**config.mk**
```make
export PLATFORM = sky130hd
export DESIGN_NAME = encoder4x2_rr
export DESIGN_NICKNAME = d
export VERILOG_FILES = /design/src/rtl/encoder4x2_rr.sv
export SDC_FILE = /design/constraint.sdc
export NUM_CORES = 1
export LEC_CHECK = 0
export CAP_MARGIN = 20
export CORE_AREA = 2 2 39 41
export DETAILED_ROUTE_END_ITERATION = 10
export DIE_AREA = 0 0 41 43
export PLACE_DENSITY_LB_ADDON = 0.12
export SYNTH_ARGS = -nofsm -noshare
export SYNTH_HDL_FRONTEND = slang
export SYNTH_SLANG_ARGS = --single-unit
```
**constraint.sdc**
```tcl
create_clock -name clk -period 0.9 [get_ports clk]
set_input_delay 0.27 -clock clk [delete_from_list [all_inputs] [get_ports clk]]
set_output_delay 0.27 -clock clk [all_outputs]
set_load 0.05 [all_outputs]
```
**src/rtl/encoder4x2_rr.sv**
```systemverilog
// encoder4x2_rr
//   Registered 4-to-2 encoder. It is the inverse of the 2x4 active-low
//   decoder: it takes four active-low request lines and returns the 2-bit
//   index {a,b} of one active request. A valid/ready handshake carries the
//   result to the consumer. The selection policy is fixed priority or
//   round-robin.
//
// Parameters
//   PRIO_MODE  0 = fixed priority (index 3 highest), 1 = round-robin that
//              starts after the last granted index.
//
// Ports
//   clk    in   rising-edge clock
//   rst    in   synchronous reset, active-high
//   en     in   active-low enable: 0 allows a new capture
//   req_n  in   [3:0] active-low requests; bit i low = index i requested
//   a      out  index MSB
//   b      out  index LSB
//   valid  out  {a,b,multi} holds a captured, undelivered code
//   ready  in   consumer takes the code when valid & ready at an edge
//   multi  out  two or more requests were active at capture
module encoder4x2_rr #(
  parameter int PRIO_MODE = 0
) (
  input  logic       clk,
  input  logic       rst,
  input  logic       en,
  input  logic [3:0] req_n,
  output logic       a,
  output logic       b,
  output logic       valid,
  input  logic       ready,
  output logic       multi
);

  localparam logic IDLE = 1'b0;
  localparam logic HOLD = 1'b1;

  logic       state_q;
  logic [1:0] ptr_q;
  logic [1:0] code_p1;
  logic       multi_p1;
  logic       vld_p1;

  logic [3:0] reqs_p0;
  logic       any_p0;
  logic       hs_p0;
  logic       cap_p0;
  logic [1:0] sel_p0;
  logic       multi_p0;

  // The highest requested index wins.
  function automatic logic [1:0] sel_fixed(input logic [3:0] reqs);
    logic [1:0] idx;
    casez (reqs)
      4'b1???: idx = 2'd3;
      4'b01??: idx = 2'd2;
      4'b001?: idx = 2'd1;
      default: idx = 2'd0;
    endcase
    return idx;
  endfunction

  // Rotate the request vector so that position 0 is the index after the
  // last grant. The first active bit of the rotated vector gives an offset,
  // and the offset is added back to that start position. The 2-bit sum wraps
  // 3 -> 0 on its own.
  function automatic logic [1:0] sel_rr(input logic [3:0] reqs,
                                        input logic [1:0] ptr);
    logic [7:0] dbl;
    logic [2:0] start;
    logic [7:0] shifted;
    logic [3:0] rot;
    logic [1:0] off;
    dbl     = {reqs, reqs};
    start   = {1'b0, ptr} + 3'd1;
    shifted = dbl >> start;
    rot     = shifted[3:0];
    casez (rot)
      4'b???1: off = 2'd0;
      4'b??10: off = 2'd1;
      4'b?100: off = 2'd2;
      default: off = 2'd3;
    endcase
    return ptr + 2'd1 + off;
  endfunction

  // At least two of the four requests are active.
  function automatic logic two_or_more(input logic [3:0] reqs);
    return (reqs[0] & reqs[1]) | (reqs[0] & reqs[2]) | (reqs[0] & reqs[3]) |
           (reqs[1] & reqs[2]) | (reqs[1] & reqs[3]) | (reqs[2] & reqs[3]);
  endfunction

  // ---- stage p0: request decode and selection ----
  always_comb begin
    reqs_p0  = ~req_n;
    any_p0   = |reqs_p0;
    hs_p0    = (state_q == HOLD) && ready;
    // A new code loads from IDLE, or at the same edge as a handshake, so
    // that back-to-back transfers do not lose a cycle.
    cap_p0   = !en && any_p0 && ((state_q == IDLE) || hs_p0);
    if (PRIO_MODE == 1) begin
      sel_p0 = sel_rr(reqs_p0, ptr_q);
    end else begin
      sel_p0 = sel_fixed(reqs_p0);
    end
    multi_p0 = two_or_more(reqs_p0);
  end

  // ---- stage p1: captured code and handshake state ----
  always_ff @(posedge clk) begin
    if (rst) begin
      state_q  <= IDLE;
      ptr_q    <= 2'd3;
      vld_p1   <= 1'b0;
      code_p1  <= 2'd0;
      multi_p1 <= 1'b0;
    end else if (cap_p0) begin
      state_q  <= HOLD;
      vld_p1   <= 1'b1;
      code_p1  <= sel_p0;
      multi_p1 <= multi_p0;
      // The pointer moves at capture rather than at delivery. The next
      // search therefore already skips a code that is still waiting.
      ptr_q    <= sel_p0;
    end else if (hs_p0) begin
      // The code and multi keep their last values after delivery.
      state_q  <= IDLE;
      vld_p1   <= 1'b0;
    end
  end

  assign a     = code_p1[1];
  assign b     = code_p1[0];
  assign multi = multi_p1;
  assign valid = vld_p1;

endmodule

```
======== After elaboration in Yosys (flattened, before gate mapping) ========
Cells that the tools add are included.
storage, ports and cells
  flip-flop bits (word level) ............. 4
  memory bits (writable) .................. 0
  bits in read-only memories .............. 0
  input bits .............................. 8
  memories kept ........................... 0
  latch bits .............................. 0
cells by class
  reduce and logical (&&, ||, !) cells .... 7
  shift-type cells ........................ 0
  $lt $le $gt $ge ......................... 0
  eq/ne operators ......................... 2
  add/subtract/negate cells ............... 0
  bitwise operators ....................... 13
  div/mod/pow operators ................... 0
  $mul .................................... 0
  mux-type cells .......................... 3
operators with widths
  kind                number
  $and 1x1->1         6
  $pmux 2 s3          1
  $or 1x1->1          5
  $not 4->4           1
  $reduce_or 4->1     1
  $eq 3x1->1 const B  1
  $logic_and 1x1->1   3
  $eq 2x1->1 const B  1
  $mux 1              2
  $reduce_bool 2->1   1
  $logic_not 1->1     1
  $logic_or 1x1->1    1
  $not 1->1           1

======== Depth between registers and ports, before layout ========
Gate-level depths: netlist (run 1).
  word-level depth ........................ 7
  mapped depth ............................ 3

======== Least setup slack after synthesis (run 1) ========
OpenSTA, ideal clock, no wires.
  kind .................................... register -> register
  start ................................... register, netlist name valid
  end ..................................... register code_p1[1]
  arrival ................................. 1.130 ns
  cell stages (with the launch flop) ...... 4
  path buffers ............................ 0
  path slack .............................. -0.320 ns
  data required time ...................... 0.809 ns
  path through ............................ dfxtp_1 > and2b_1 > nor3_1 > a311oi_1
RTL lines
  item                  RTL line  RTL
  end signal, assigned  121       code_p1 <= sel_p0;
  end, declared         41        logic [1:0] code_p1;

======== Worst setup path after layout (run 1) ========
  start ................................... register vld_p1 (netlist: valid)
  end ..................................... output valid
RTL lines
  item                    RTL line  RTL
  start, declared         43        logic vld_p1;
  start signal, assigned  115       vld_p1 <= 1'b0;
  start signal, assigned  120       vld_p1 <= 1'b1;
  start signal, assigned  129       vld_p1 <= 1'b0;
  end, declared           31        output logic valid,
No word-level cell between the ends.

==> results of run 1 <==
[worst min-delay path, delay by kind of cell]
kind | cells | cell delay, ps
AOI/OAI and AO/OA | 1 | 80
buffers and inverters | 2 | 330
[cells by family after synthesis]
kind of cell,Yosys count,synth area share (%)
buffers and inverters,2,3.75
AND/OR/NAND/NOR,10,28.8
AO/OA/AOI/OAI,6,22.5
flip-flops,4,40.0
adder cells (fa/ha/maj),1,5.00
[layout by cell type (no fill, tap or decap), types with 2 or more instances in the layout]
cell type / synthesis / final
a31oi_1: 2 / 2
buf_12: 0 / 4
buf_4: 0 / 4
clkbuf_4: 0 / 3
dfxtp_2: 0 / 3
dlygate4sd2_1: 0 / 7
[routing by layer]
layer | share of wire (%) | vias to the layer above | routed length, um
met5 | 0 | - | 0
met4 | 3.2 | 0 | 18
met3 | 6.7 | 2 | 38
met2 | 50 | 10 | 286
met1 | 40 | 109 | 226
li1 | - | 129 | -
[state kept, by name, summed over array words and instances, names as in the netlist]
register	cells
code_p1	2
multi	1
valid	1
[cells in the mapped netlist]
library cell | number | area (sq um)
a21oi_1 | 1 | 5.00
a311oi_1 | 2 | 17.5
a31oi_1 | 2 | 12.5
a32o_1 | 1 | 10.0
and2b_1 | 1 | 7.51
and3_1 | 1 | 6.26
dfxtp_1 | 4 | 80.1
inv_1 | 2 | 7.51
maj3_1 | 1 | 10.0
nand2_1 | 1 | 3.75
nand2b_1 | 1 | 6.26
nand3_1 | 1 | 5.00
nand4_1 | 1 | 6.26
nor2_1 | 1 | 3.75
nor3_1 | 1 | 5.00
nor4_1 | 1 | 6.26
or2b_1 | 1 | 7.51
[final cells by class]
cell class | instances | area share, %
repair buffers | 15 | 36.9
multi-input cells | 17 | 32.6
flip-flops and latches | 4 | 18.9
clock buffers | 4 | 5.66
well taps | 16 | 4.31
inverters | 2 | 1.62
[per-stage QoR]
| stage | setup WS, ps | cells | hold slack [ps] | util [%] | cell area (sq um) |
|---|---|---|---|---|---|
| after global routing | -127 | 58 | 507 | 33.5 | 464 |
| after CTS | -117 | 57 | 480 | 31.5 | 435 |
| after floorplan | -92.5 | 23 | 333 | - | 211 |
| final | -111 | 58 | 483 | 33.5 | 464 |
| after detailed placement | -505 | 53 | 556 | 29.2 | 404 |
| after global placement | -532 | 53 | 557 | 29.2 | 404 |
[final timing paths]
kind	slack (ps)	cells after the start	start	end
max	-110	1	valid	valid
min	480	3	req_n[3]	code_p1[0]
max reg2reg	-80	3	valid	code_p1[0]
min reg2reg	530	1	multi	multi
[report_power, final]
group	internal (mW)	switching, mW	total [mW]
combinational	0.116	0.106	0.221
sequential	0.195	0.0153	0.210
clock	0.168	0.0972	0.265
total	0.478	0.218	0.697
[timing repair]
action | 4_1_cts | 5_1_grt
cloned | 0 | 0
gates resized for setup | 12 | 3
setup buffers | 0 | 1
setup endpoints to repair | 8 | 7
hold buffers | 0 | 0
pin swaps | 9 | 2
==> summary.txt, run 1 <==
Critical path
  – Bufs and invs on worst path: 1
  – CP peak stage delay: 350 ps
  – CP Max Fanout: 3
  – Startpoint types: flop
  – Family with the most delay on the worst path: flip-flops
  – CP endpoint kind: output port
  – Slowest-stage cell, CP: dfxtp_4
  – WP data arrival: around 740 ps
  – CP cell instances: buf_12
  – WS Path Type: reg -> out
  – CP required: roughly 630 ps

Die
  – # rows: 14
  – Die area: between 0.0015 and 0.002 sq mm
  – Die X: around 41 um
  – Core Region: between 0.001 and 0.0015 sq mm
  – DIE HEIGHT: 43 um
  – Initial Utilization: between 10% and 20%
  – # IOs: 12

Layout
  – Diode count: 0
  – Register Area: 87.6 sq um
  – Fillers: around 150
  – Synth-to-layout area growth: 132%
  – Multi-input logic area: around 150 sq um
  – Layout cells sized above 1: around 50%
  – Final #Nets: between 50 and 60

Yosys
  – Register area share after synthesis: 40.0%
  – Cells after synthesis: 23
  – Mapped Nets: 31
  – Post-synthesis cell area: ~200 sq um
  – Distinct cells, synth: 17
  – Yosys warning total: 0
  – #FFs+latches synth: 4
  – Syn avg cell area: between 8 and 9 sq um

Pwr
  – Leak Pwr: approximately 0.19 nW
  – Final Power: approximately 0.70 mW
  – VDD IR max: roughly 380 uV
  – Power Density: around 1500 mW/mm^2

Routing
  – Total Routed Length: roughly 570 um
  – Detail Route Antenna Nets: 0
  – DRC viols: 0
  – Vias: between 200 and 300
  – Via density: 4.31
  – Initial DRC Count: 0
  – Avg WL per Cell: slightly below 10 um
  – First-pass DRT Iterations: 1

Timing
  – RSZ-0062 raised after global routing: yes
  – Final Max Tran Viols: 0
  – Slew HR: between 80% and 90%
  – Final Hold Viols: 0
  – Fmax achieved: around 1000 MHz
  – Clk_skew: 9.50 ps
  – Post-route clock period utilization: 112%
  – Fin worst setup slack: -111 ps
  – Actual slew at the worst max-slew pin: ~260 ps
  – Post-layout min period: between 1000 and 1500 ps
  – Setup TNS: -588 ps
  – Final Setup Violations: 7

GRT
  – GR Util met3: approximately 1.6%
  – Largest net degree at the start of global routing: 6
  – Met2 usage: around 8.4%
  – GRT busiest layer: met4
  – Vias in the first global route: a little under 200
  – Met1 usage: approximately 7.7%
  – First-pass GRT wire length: between 700 and 800 um
  – Initial antenna violation count: 0
  – GRT Residual Overflow: 0
  – GRT Total Usage: under 10%

Placed design
  – Final RePlAce weighted congestion: 0.717
  – I/O Buffers: 11

Clock network
  – TritonCTS buffer count: 3
  – Clk buf depth: 2
  – Root Driver: clkbuf_4
  – Clock insertion delay at the later pin of the skew report: 250 ps
  – H-tree levels: 1
  – CTS tree: built
  – Clk slew on worst S/H paths: approximately 50 ps
  – Num Clock Sinks: 4

Run status
  – Outcome: finished with violations
  – Violated checks: setup timing

Run
  – Maxcap violations: 0

Min path
  – Min-Delay Path Class: in -> reg
Note: power is estimated with default switching activity, not from simulation.
==> run 2: changes to the inputs <==
- CTS_CLUSTER_SIZE: default -> 30
- TNS_END_PERCENT: default -> 5
==> run 2 against run 1 <==
  * Sequential power hardly changed
  * Hold slack worse by 67 ps
  * The flow still finishes with violations (setup timing)
  * First-iteration DRC count is 3 higher
  * Clock skew is 5.4 ps higher
  * Critical path type unchanged
  * Highest routed layer unchanged
==> summary.txt, run 2 (synthesis gave the netlist of run 1 again) <==
Timing
  – Clk_skew: between 10 and 15 ps
  – RSZ-0062 raised after global routing: yes
  – Final Setup Violations: 7
  – Final Hold Viols: 0
  – Slew HR: about 87%
  – Post-route clock period utilization: 123%
  – Fin worst setup slack: -211 ps
  – Fmax achieved: between 900 and 1000 MHz
  – Actual slew at the worst max-slew pin: between 200 and 250 ps
  – Final Max Tran Viols: 0
  – Post-layout min period: approximately 1100 ps

Critical path
  – WS Path Type: reg -> out
  – Family with the most delay on the worst path: flip-flops
  – CP peak stage delay: between 300 and 400 ps
  – Reg2reg end: code_p1[0]
  – Reg2Reg Setup Slack: -30 ps
  – CP cell instances: buf_6 -> buf_12
  – Slowest-stage cell, CP: dfxtp_4
  – Worst R2R Path Depth: 3
  – CP Max Fanout: 3
  – CP required: 630 ps
  – Startpoint types: flop
  – CP endpoint kind: output port
  – RR Startpoint: valid
  – WP data arrival: 840 ps
  – Bufs and invs on worst path: 2

Min path
  – Min-Delay Path Class: in -> reg
  – Hold Crit Start: req_n[2]
  – Hold Path Stages: 2
  – WHS Endpoint: code_p1[1]

GRT
  – Largest net degree at the start of global routing: 6
  – Initial antenna violation count: 0
  – Vias in the first global route: roughly 200
  – GRT Total Usage: ~8%
  – GRT Residual Overflow: 0
  – First-pass GRT wire length: 821 um

Placed design
  – DP Worst Slack: -524 ps
  – I/O Buffers: 11
  – Final RePlAce weighted congestion: between 0.7 and 0.8
  – Placed Area: a little over 400 sq um

Layout
  – Layout cells sized above 1: 46.3%
  – Synth-to-layout area growth: 120%
  – Design Area, Final: approximately 440 sq um
  – Commonest non-fill, non-tap cells in the layout: dlygate4sd2_1 (6), buf_12 (4), clkbuf_4 (3), dfxtp_2 (3)
  – Final #Nets: 50
  – Commonest non-fill, non-tap cell in the layout: dlygate4sd2_1
  – Register Area: between 80 and 90 sq um
  – Multi-input logic area: ~130 sq um
  – Number of flip-flops in the largest register: 2
  – Diode count: 0
  – Fillers: between 150 and 200
  – Post-layout util: between 30% and 40%
  – Largest register by flop count: code_p1

Clock network
  – Clock insertion delay at the later pin of the skew report: 250 ps
  – Num Clock Sinks: 4
  – Postcts setup bufs: 0
  – Hold_buf cts: 0
  – Clk slew on worst S/H paths: about 50 ps
  – TritonCTS buffer count: 3
  – CTS tree: built
  – Clk buf depth: 2
  – H-tree levels: 1
  – Root Driver: clkbuf_4

Routing
  – DRC viols: 0
  – Initial DRC Count: 3
  – Via density: between 4 and 5
  – First-pass DRT Iterations: 2
  – Vias: 252
  – Avg WL per Cell: between 9 and 10 um
  – Total Routed Length: about 560 um
  – Detail Route Antenna Nets: 0

Run
  – Maxcap violations: 0

Die
  – DIE HEIGHT: approximately 43 um
  – Die area: ~0.0018 sq mm
  – Initial Utilization: between 10% and 20%
  – Die X: between 40 and 50 um
  – # IOs: 12
  – Core Region: 0.00138 sq mm
  – # rows: 14

Run status
  – Violated checks: setup timing
  – Outcome: finished with violations

Pwr
  – VDD IR max: around 430 uV
  – Leak Pwr: around 0.18 nW
  – Power Density: between 1500 and 2000 mW/mm^2
  – Final Power: around 0.68 mW
## run 2: area by class of cell
| class | count | area share, % |
|---|---|---|
| multi-input combinational | 17 | 29.5 |
| inverter | 2 | 1.70 |
| tap | 16 | 4.55 |
| timing repair buffer | 14 | 38.4 |
| sequential | 4 | 19.9 |
| clock buffer | 4 | 5.97 |
## run 2: timing repair
item	4_1_cts	5_1_grt
setup endpoints to repair	8	7
gates resized for setup	12	2
pin swaps	9	1
## run 2: metrics by stage
stage	cells	TNS [ps]	hold slack (ps)
global route	57	-818	420
floorplan	23	-249	333
CTS	57	-562	419
finish	57	-579	417
global placement	53	-2010	555
detailed placement	53	-1970	566
## run 2: how the worst max path moves through the flow
| stage | slack (ps) | cells after the start | to | startpoint |
|---|---|---|---|---|
| 2_1_floorplan | -90 | 3 | multi | valid |
| 3_3_place_gp | -530 | 4 | multi | ready |
| 3_5_place_dp | -520 | 4 | code_p1[1] | req_n[2] |
| 4_1_cts | -210 | 2 | valid | valid |
| 5_1_grt | -240 | 2 | valid | valid |
| 6_report | -210 | 2 | valid | valid |
## run 2: power breakdown
part | leakage [nW] | switching (mW) | internal (mW) | total, mW
clock | 0.0150 | 0.0952 | 0.168 | 0.263
sequential | 0.0347 | 0.0147 | 0.195 | 0.210
combinational | 0.134 | 0.0980 | 0.109 | 0.207
total | 0.183 | 0.208 | 0.471 | 0.679
## run 2: metal layers
metal	vias up	part of all wire [%]	routed length [um]	global-route usage [%]
li1	126	-	-	-
met1	108	40	226	8.33
met2	13	44	250	8.44
met3	5	8.4	47	4.71
met4	0	6.8	38	12.0
met5	-	0	0	0
==> run 3: changes to the inputs <==
- CTS_BUF_LIST: default -> sky130_fd_sc_hd__clkbuf_4
==> run 3 against run 2 <==
  * Non-clock buffer count unchanged
  * Clock power grew 11%
  * Count of clock-buffer cells in the layout is the same
  * Global-route usage unchanged
  * Utilization grew 0.27 points
  * Final cell count is the same
  * Final area is 0.85% higher
  * Register-to-register slack is essentially flat
  * Sequential share of layout area shrank 0.17 points
  * Via count up 0.40%
  * Total power up 4.3%
  * Largest cell class unchanged
  * The run still ends with setup timing left
  * Sequential power about the same
==> summary.txt, run 3 (synthesis gave the netlist of run 1 again) <==
Critical path
  – CP required: about 630 ps
  – WS Path Type: reg -> out
  – Reg2reg end: code_p1[0]
  – Startpoint types: flop
  – CP endpoint kind: output port
  – Worst R2R Path Depth: 3
  – RR Startpoint: valid
  – WP data arrival: approximately 840 ps
  – CP Max Fanout: 3
  – Reg2Reg Setup Slack: -40 ps

Timing
  – RSZ-0062 raised after global routing: yes
  – Final Max Tran Viols: 0
  – Post-route clock period utilization: 123%
  – Fmax achieved: between 900 and 1000 MHz
  – Final Hold Viols: 0
  – Setup TNS: -587 ps
  – Final Setup Violations: 7
  – Actual slew at the worst max-slew pin: 199 ps
  – Post-layout min period: ~1100 ps
  – Clk_skew: 14.8 ps
  – Slew HR: between 80% and 90%
  – Fin worst setup slack: -210 ps

Die
  – DIE HEIGHT: 43 um
  – Die area: approximately 0.0018 sq mm
  – Die X: about 41 um
  – Core Region: 0.00138 sq mm
  – # IOs: 12
  – Initial Utilization: between 10% and 20%
  – # rows: 14

Clock network
  – TritonCTS buffer count: 3
  – Clk buf depth: 2
  – Clock insertion delay at the later pin of the skew report: between 200 and 300 ps
  – Postcts setup bufs: 0
  – CTS tree: built
  – Clk slew on worst S/H paths: ~50 ps
  – H-tree levels: 1
  – Root Driver: clkbuf_4
  – Num Clock Sinks: 4
  – Hold_buf cts: 0

Min path
  – Hold Crit Start: req_n[2]
  – Hold Path Stages: 2
  – WHS Endpoint: code_p1[1]
  – Min-Delay Path Class: in -> reg

Routing
  – Detail Route Antenna Nets: 0
  – DRC viols: 0
  – Via density: 4.44
  – First-pass DRT Iterations: 4
  – Vias: 253
  – Initial DRC Count: 3
  – Avg WL per Cell: 9.89 um
  – Total Routed Length: roughly 560 um

GRT
  – First-pass GRT wire length: a little over 800 um
  – GRT Residual Overflow: 0
  – Initial antenna violation count: 0
  – Largest net degree at the start of global routing: 6
  – GRT Total Usage: around 8.0%
  – Vias in the first global route: 203

Run status
  – Outcome: finished with violations
  – Violated checks: setup timing

Layout
  – Commonest non-fill, non-tap cells in the layout: dlygate4sd2_1 (6), clkbuf_4 (4), buf_12 (4)
  – Fillers: 151
  – Number of flip-flops in the largest register: 2
  – Design Area, Final: between 400 and 500 sq um
  – Synth-to-layout area growth: 122%
  – Commonest non-fill, non-tap cell in the layout: dlygate4sd2_1
  – Largest register by flop count: code_p1
  – Diode count: 0
  – Final #Nets: 50
  – Layout cells sized above 1: roughly 50%
  – Post-layout util: about a third

Placed design
  – I/O Buffers: 11
  – Final RePlAce weighted congestion: approximately 0.77
  – Placed Area: just over 400 sq um

Run
  – Maxcap violations: 0

Pwr
  – Leak Pwr: between 0.15 and 0.2 nW
  – Power Density: around 1600 mW/mm^2
  – Final Power: 0.708 mW
  – VDD IR max: 422 uV
run 3: layout make-up:
cell class	count	area (sq um)	area share, %
timing repair buffer	14	169	38.0
clock buffer	4	30.0	6.76
inverter	2	7.51	1.69
sequential	4	87.6	19.7
tap	16	20.0	4.51
multi-input combinational	17	130	29.3
run 3: repair_timing:
item | 4_1_cts | 5_1_grt
endpoints found under the setup margin | 8 | 7
gates resized for setup | 12 | 2
pin swaps | 9 | 1
run 3: per-stage QoR:
stage	setup WS [ps]	cells	hold WS (ps)
after floorplan	-92.5	23	333
after global placement	-528	53	555
after detailed placement	-524	53	566
after CTS	-216	57	416
after global routing	-237	57	420
final	-210	57	416
run 3: layer usage:
layer	GRT usage (%)	up-vias	part of all wire, %
li1	-	127	-
met1	8.33	110	42
met2	8.44	12	46
met3	4.71	4	7.4
met4	12.0	0	5.0
met5	0	-	0
run 3: worst max-delay path by stage:
stage / from / end / slack, ps / depth (start not counted)
finish: valid / valid / -210 / 2
global route: valid / valid / -240 / 2
CTS: valid / valid / -220 / 2
detailed placement: req_n[2] / code_p1[1] / -520 / 4
global placement: ready / multi / -530 / 4
floorplan: valid / multi / -90 / 3
run 3: power by group:
part / switching [mW] / internal, mW
registers: 0.0150 / 0.195
logic: 0.0976 / 0.109
clock network: 0.0942 / 0.198
total: 0.207 / 0.501
run 3: worst max-delay path: stages (launching register included):
cell and delay, ps:
dfxtp_4 340, buf_6 110, buf_12 130
